**src/rtl/sbinit_sb_tx_serializer.sv**
```systemverilog
// SBINIT sideband TX serializer: arbitrates wrapper messages, builds a 64-bit packet,
// shifts it LSB-first, then holds the inter-packet gap. Define SB_CP_PARITY_EN for bit-62 parity.
module sbinit_sb_tx_serializer #(
  parameter int SB_MSG_WIDTH = 4,
  parameter int PKT_WIDTH    = 64,
  parameter int GAP_CYCLES   = 32
) (
  input  logic                    i_clk,
  input  logic                    i_rst,
  input  logic                    i_tx_valid,
  input  logic [SB_MSG_WIDTH-1:0] i_tx_msg,
  input  logic                    i_rx_valid,
  input  logic [SB_MSG_WIDTH-1:0] i_rx_msg,
  output logic                    o_sb_busy,
  output logic                    o_falling_edge_busy,
  output logic                    o_tx_ack,
  output logic                    o_rx_ack,
  output logic                    o_TXDATASB,
  output logic                    o_TXCKSB_en,
  output logic                    o_unknown_msg
);

  localparam int IDX_W = $clog2(PKT_WIDTH);

  typedef enum logic [1:0] {IDLE, SHIFT, GAP} state_t;

  state_t                  state, state_n;
  logic [6:0]              cnt, cnt_n;
  logic [PKT_WIDTH-1:0]    pkt, pkt_n;
  logic                    served_rx, served_rx_n;
  logic                    accept, sel_rx, sel_supported;
  logic [SB_MSG_WIDTH-1:0] sel_msg;
  logic [7:0]              sel_code, sel_sub;
  logic                    busy_n, feb_n, tx_ack_n, rx_ack_n, data_n, en_n, unknown_n;

  function automatic logic [PKT_WIDTH-1:0] build_packet(input logic [7:0] code,
                                                        input logic [7:0] sub);
    logic [PKT_WIDTH-1:0] p;
    p        = '0;
    p[4:0]   = 5'b10010;
    p[21:14] = code;
    p[29:27] = 3'b010;
    p[39:32] = sub;
    p[58:56] = 3'b110;
`ifdef SB_CP_PARITY_EN
    p[62]    = ^p[61:0];
`endif
    return p;
  endfunction

  // RX has priority; the ack cycle blocks acceptance because the served valid is still stale-high.
  always_comb begin
    sel_rx        = i_rx_valid;
    sel_msg       = i_rx_valid ? i_rx_msg : i_tx_msg;
    accept        = (state == IDLE) && !(o_tx_ack || o_rx_ack) && (i_rx_valid || i_tx_valid);
    sel_supported = 1'b1;
    sel_code      = 8'h00;
    sel_sub       = 8'h00;
    case (sel_msg)
      SB_MSG_WIDTH'(1): begin sel_code = 8'h95; sel_sub = 8'h01; end
      SB_MSG_WIDTH'(2): begin sel_code = 8'h9A; sel_sub = 8'h01; end
      default:          sel_supported = 1'b0;
    endcase
  end

  always_ff @(posedge i_clk or posedge i_rst) begin
    if (i_rst) begin
      state               <= IDLE;
      cnt                 <= '0;
      pkt                 <= '0;
      served_rx           <= 1'b0;
      o_sb_busy           <= 1'b0;
      o_falling_edge_busy <= 1'b0;
      o_tx_ack            <= 1'b0;
      o_rx_ack            <= 1'b0;
      o_TXDATASB          <= 1'b0;
      o_TXCKSB_en         <= 1'b0;
      o_unknown_msg       <= 1'b0;
    end else begin
      state               <= state_n;
      cnt                 <= cnt_n;
      pkt                 <= pkt_n;
      served_rx           <= served_rx_n;
      o_sb_busy           <= busy_n;
      o_falling_edge_busy <= feb_n;
      o_tx_ack            <= tx_ack_n;
      o_rx_ack            <= rx_ack_n;
      o_TXDATASB          <= data_n;
      o_TXCKSB_en         <= en_n;
      o_unknown_msg       <= unknown_n;
    end
  end

  always_comb begin
    state_n     = state;
    cnt_n       = cnt;
    pkt_n       = pkt;
    served_rx_n = served_rx;
    case (state)
      IDLE: begin
        if (accept && sel_supported) begin
          state_n     = SHIFT;
          cnt_n       = '0;
          pkt_n       = build_packet(sel_code, sel_sub);
          served_rx_n = sel_rx;
        end
      end
      SHIFT: begin
        if (cnt == 7'(PKT_WIDTH - 1)) begin
          state_n = GAP;
          cnt_n   = '0;
        end else begin
          cnt_n = cnt + 7'd1;
        end
      end
      GAP: begin
        if (cnt == 7'(GAP_CYCLES - 1)) begin
          state_n = IDLE;
          cnt_n   = '0;
        end else begin
          cnt_n = cnt + 7'd1;
        end
      end
      default: begin
        state_n = IDLE;
        cnt_n   = '0;
      end
    endcase
  end

  // Outputs are computed from next-state values so every output is a flop.
  always_comb begin
    en_n      = (state_n == SHIFT);
    busy_n    = (state_n != IDLE);
    data_n    = en_n && pkt_n[cnt_n[IDX_W-1:0]];
    feb_n     = (state == GAP) && (state_n == IDLE);
    rx_ack_n  = (feb_n && served_rx)  || (accept && !sel_supported && sel_rx);
    tx_ack_n  = (feb_n && !served_rx) || (accept && !sel_supported && !sel_rx);
    unknown_n = o_unknown_msg || (accept && !sel_supported);
  end

endmodule

```
**config.mk**
```make
export PLATFORM = sky130hd
export DESIGN_NAME = sbinit_sb_tx_serializer
export DESIGN_NICKNAME = d
export VERILOG_FILES = /design/src/rtl/sbinit_sb_tx_serializer.sv
export SDC_FILE = /design/constraint.sdc
export NUM_CORES = 1
export LEC_CHECK = 0
export ABC_AREA = 1
export BUFFER_PORTS_ARGS = -buffer_cell sky130_fd_sc_hd__buf_2
export CAP_MARGIN = 20
export CORE_ASPECT_RATIO = 0.9
export CORE_MARGIN = 4
export CORE_UTILIZATION = 55
export DETAILED_ROUTE_END_ITERATION = 10
export HOLD_SLACK_MARGIN = 0.08
export PLACE_DENSITY = 0.77
export SLEW_MARGIN = 10
export SYNTH_ARGS = -nofsm -noshare
export SYNTH_HDL_FRONTEND = slang
export SYNTH_SLANG_ARGS = --single-unit
```
**constraint.sdc**
```tcl
create_clock -name i_clk -period 3.5 [get_ports i_clk]
set_input_delay 0.525 -clock i_clk [delete_from_list [all_inputs] [get_ports i_clk]]
set_output_delay 0.525 -clock i_clk [all_outputs]
set_load 0.05 [all_outputs]
```
==> results.sh <==
export IMPL_p_leak_nw=2.14
export IMPL_tritoncts="built"
export IMPL_hp_class="reg -> reg"
export IMPL_synthAdderAreaFrac_pct=0.328
export IMPL_clock_latency_ns=0.34
export IMPL_synth_net_count=476
export IMPL_fin_crit_sh_pct=74.3
export IMPL_drc_errors=0
export IMPL_p_per_area_mw_per_mm2=959
export IMPL_synth_common_cells="nand2_1 (93), inv_1 (82), dfrtp_1 (81), nand3_1 (76), nor2_1 (67)"
export IMPL_synth_cell_types=30
export IMPL_fin_cells=579
export IMPL_max_freq_mhz=384
export IMPL_cts_max_level=3
export IMPL_synth_async_reset_ratio_pct=100
export IMPL_tightest_slew_ns=0.819
export IMPL_cts_setup_buffers=0
export IMPL_std_cell_rows=28
export IMPL_synth_mux_area_share_pct=0
export IMPL_yosysSeqAreaShare_pct=53.1
export IMPL_postCtsResizedCells=0
export IMPL_yosysWarnings=0
export IMPL_yosysMostFrequentCell="nand2_1"
export IMPL_ctsHoldBuffers=0
export IMPL_area_growth_pct=9.67
export IMPL_yosysTopAreaCell="dfrtp_1"
export IMPL_maxSlewHeadroom_pct=45.4
export IMPL_synth_compound_area_share_pct=2.49
export IMPL_root_buffer="clkbuf_8"
export IMPL_grt_pass1_wl_mm=13.2
export IMPL_synth_top_flop_cell="dfrtp_1"
export IMPL_viasPerCell=4.90
export IMPL_finalHoldViolations=0
export IMPL_antenna_found_initial=0
export IMPL_dieWidth_um=95.8
export IMPL_dieArea_mm2=0.00834
export IMPL_clkTransAtPathRegs_ns=0.08
export IMPL_status="complete, no violations"
export IMPL_place_gp_congestion=0.793
export IMPL_yosys_area_share_simple_pct=32.6
export IMPL_power_switching_mw=1.73
export IMPL_rsz0062_at_grt="no"
export IMPL_finalSetupViolCount=0
export IMPL_comb_power_share_pct=48.3
export IMPL_placed_cell_area_mm2=0.00397
export IMPL_final_min_clock_period_ns=2.60
export IMPL_netlist_area_mm2=0.00382
export IMPL_ys_seq_elements=81
export IMPL_grt_max_degree=56
export IMPL_end_kind="flip-flop"
export IMPL_post_place_cells=561
export IMPL_routed_via_count=2839
export IMPL_netSwitchingFraction_pct=43.2
export IMPL_synth_xor_area_share_pct=0.459
export IMPL_fillers=574
export IMPL_grt_usage_pct=20.7
export IMPL_yosys_area_top_type_share_pct=53.1
export IMPL_dp_hpwl_mm=5.07
export IMPL_finClkSkew_ns=0.00526
export IMPL_tns_ns=0
export IMPL_maxCapViolations=0
export IMPL_io_pins=19
export IMPL_cp_max_fo=34
export IMPL_start_util_pct=57.4
export IMPL_arrival_ns=2.84
export IMPL_drt_total_wl_mm=7.60
export IMPL_ir_drop_mv=0.425
export IMPL_clk_path_buf_depth=2
export IMPL_diodes=0
export IMPL_slew_violations=0
export IMPL_critical_path_startpoint_type="flip-flop"
export IMPL_p_clk_share_pct=15.2
export IMPL_grt_pass1_vias=2735
export IMPL_nNetsFinal=497
export IMPL_wl_per_cell_um=13.1
export IMPL_p_int_mw=2.28
export IMPL_syn_avg_cell_area_um2=8.25
export IMPL_ant_nets=0
export IMPL_gr_total_overflow=0
export IMPL_cts_num_sinks=81
export IMPL_pwr_share_seq_pct=36.5
export IMPL_numCtsBuffers=9
export IMPL_synth_top_family_by_area="simple AND/OR/NAND/NOR gates"
export IMPL_path_class="reg -> reg"
export IMPL_drt_iter0_drc=189
export IMPL_synth_edf_count=0
export IMPL_syn_inst=463
export IMPL_design_area_mm2=0.00419
export IMPL_synth_area_leaders="dfrtp_1 (53%), nand3_1 (10%), nand2_1 (9.1%)"
export IMPL_core_area_mm2=0.00666
export IMPL_port_buffers=18
export IMPL_required_ns=3.74
export IMPL_drt_first_pass_iters=4
export IMPL_drive_gt1_share_pct=14.5
export IMPL_die_h_um=87.1
-- cell usage in the layout (no fill, tap or decap), drive strengths merged, types with 5 or more instances in the layout --
cell / netlist / final
buf: 14 / 23
clkbuf: 0 / 11
clkinv: 1 / 5
dfrtp: 81 / 81
inv: 86 / 85
nand2: 100 / 100
nand3: 79 / 79
nor2: 74 / 74
o21ai: 8 / 8
or2: 8 / 8
-- worst max-delay path, stage by stage, from the launching register on --
cell and delay, ns:
dfrtp_1 0.42, nor2_4 0.21, nand2_2 0.09, nor2_4 0.16, nand3_4 0.16, nand2_2 0.46
buf_12 0.27, nor2_1 0.09, nand2_1 0.07, nand3_1 0.08, nand3_1 0.13, nand3_1 0.09
nand3_1 0.07, nand2_1 0.05, nor2_1 0.09, nor2_1 0.05
-- flip-flops by register name, summed over array words and instances, names as in the netlist --
register	count
served_rx	1
o_falling_edge_busy	1
o_rx_ack	1
o_tx_ack	1
o_TXCKSB_en	1
state	2
o_TXDATASB	1
o_unknown_msg	1
pkt	64
o_sb_busy	1
cnt	7
-- metrics by stage --
step	power, mW	setup WS (ns)	util, %	hold WS (ns)
floorplan	3.03	0.895	-	0.426
CTS	4.03	0.876	62.3	0.370
detailed placement	3.41	0.663	59.6	0.437
finish	4.02	0.898	62.9	0.454
global placement	3.36	0.739	59.6	0.436
global route	4.38	0.598	62.9	0.467
-- power groups by stage --
stage / clock network (mW) / registers [mW] / logic, mW
after floorplan: 0 / 1.51 / 1.52
after global placement: 0 / 1.47 / 1.89
after detailed placement: 0 / 1.49 / 1.92
after CTS: 0.630 / 1.47 / 1.94
after global routing: 0.678 / 1.51 / 2.19
final: 0.610 / 1.47 / 1.94
-- routing by layer --
layer | global-route usage, % | vias up | share of wire [%]
li1 | - | 1458 | -
met3 | 5.27 | 4 | 3.9
met4 | 6.33 | 0 | 0.76
met2 | 31.9 | 41 | 49
met1 | 28.8 | 1336 | 46
met5 | 0 | - | 0
-- cell type report --
class | count | area, µm² | share of cell area, %
clock buffer | 11 | 151 | 3.62
clock inverter | 5 | 30.0 | 0.717
inverter | 87 | 328 | 7.83
multi-input combinational | 281 | 1370 | 32.7
sequential | 81 | 2030 | 48.4
tap | 90 | 113 | 2.69
timing repair buffer | 24 | 170 | 4.06
-- kinds of logic after synthesis --
family	count (synthesis)
DFF	81
buffers and inverters	101
AOI/OAI and AO/OA	13
adders and majority gates	1
and+or+nand+nor	265
xor gates and xnor gates	2
-- path summary, 6_finish.rpt --
kind | start | end | slack, ns | depth (start not counted)
max in group asynchronous | i_rst | pkt[59]$_DFF_PP0_ | 2.16 | 5
worst min-delay path | pkt[4]$_DFF_PP0_ | pkt[4]$_DFF_PP0_ | 0.45 | 1
worst min register to register | pkt[4]$_DFF_PP0_ | pkt[4]$_DFF_PP0_ | 0.45 | 1
worst max register to register | state[0]$_DFF_PP0_ | o_TXDATASB$_DFF_PP0_ | 0.90 | 15
worst max-delay path | state[0]$_DFF_PP0_ | o_TXDATASB$_DFF_PP0_ | 0.90 | 15
min in group asynchronous | i_rst | o_unknown_msg$_DFF_PP0_ | 0.61 | 3
Power figures use the tool's default switching activity.
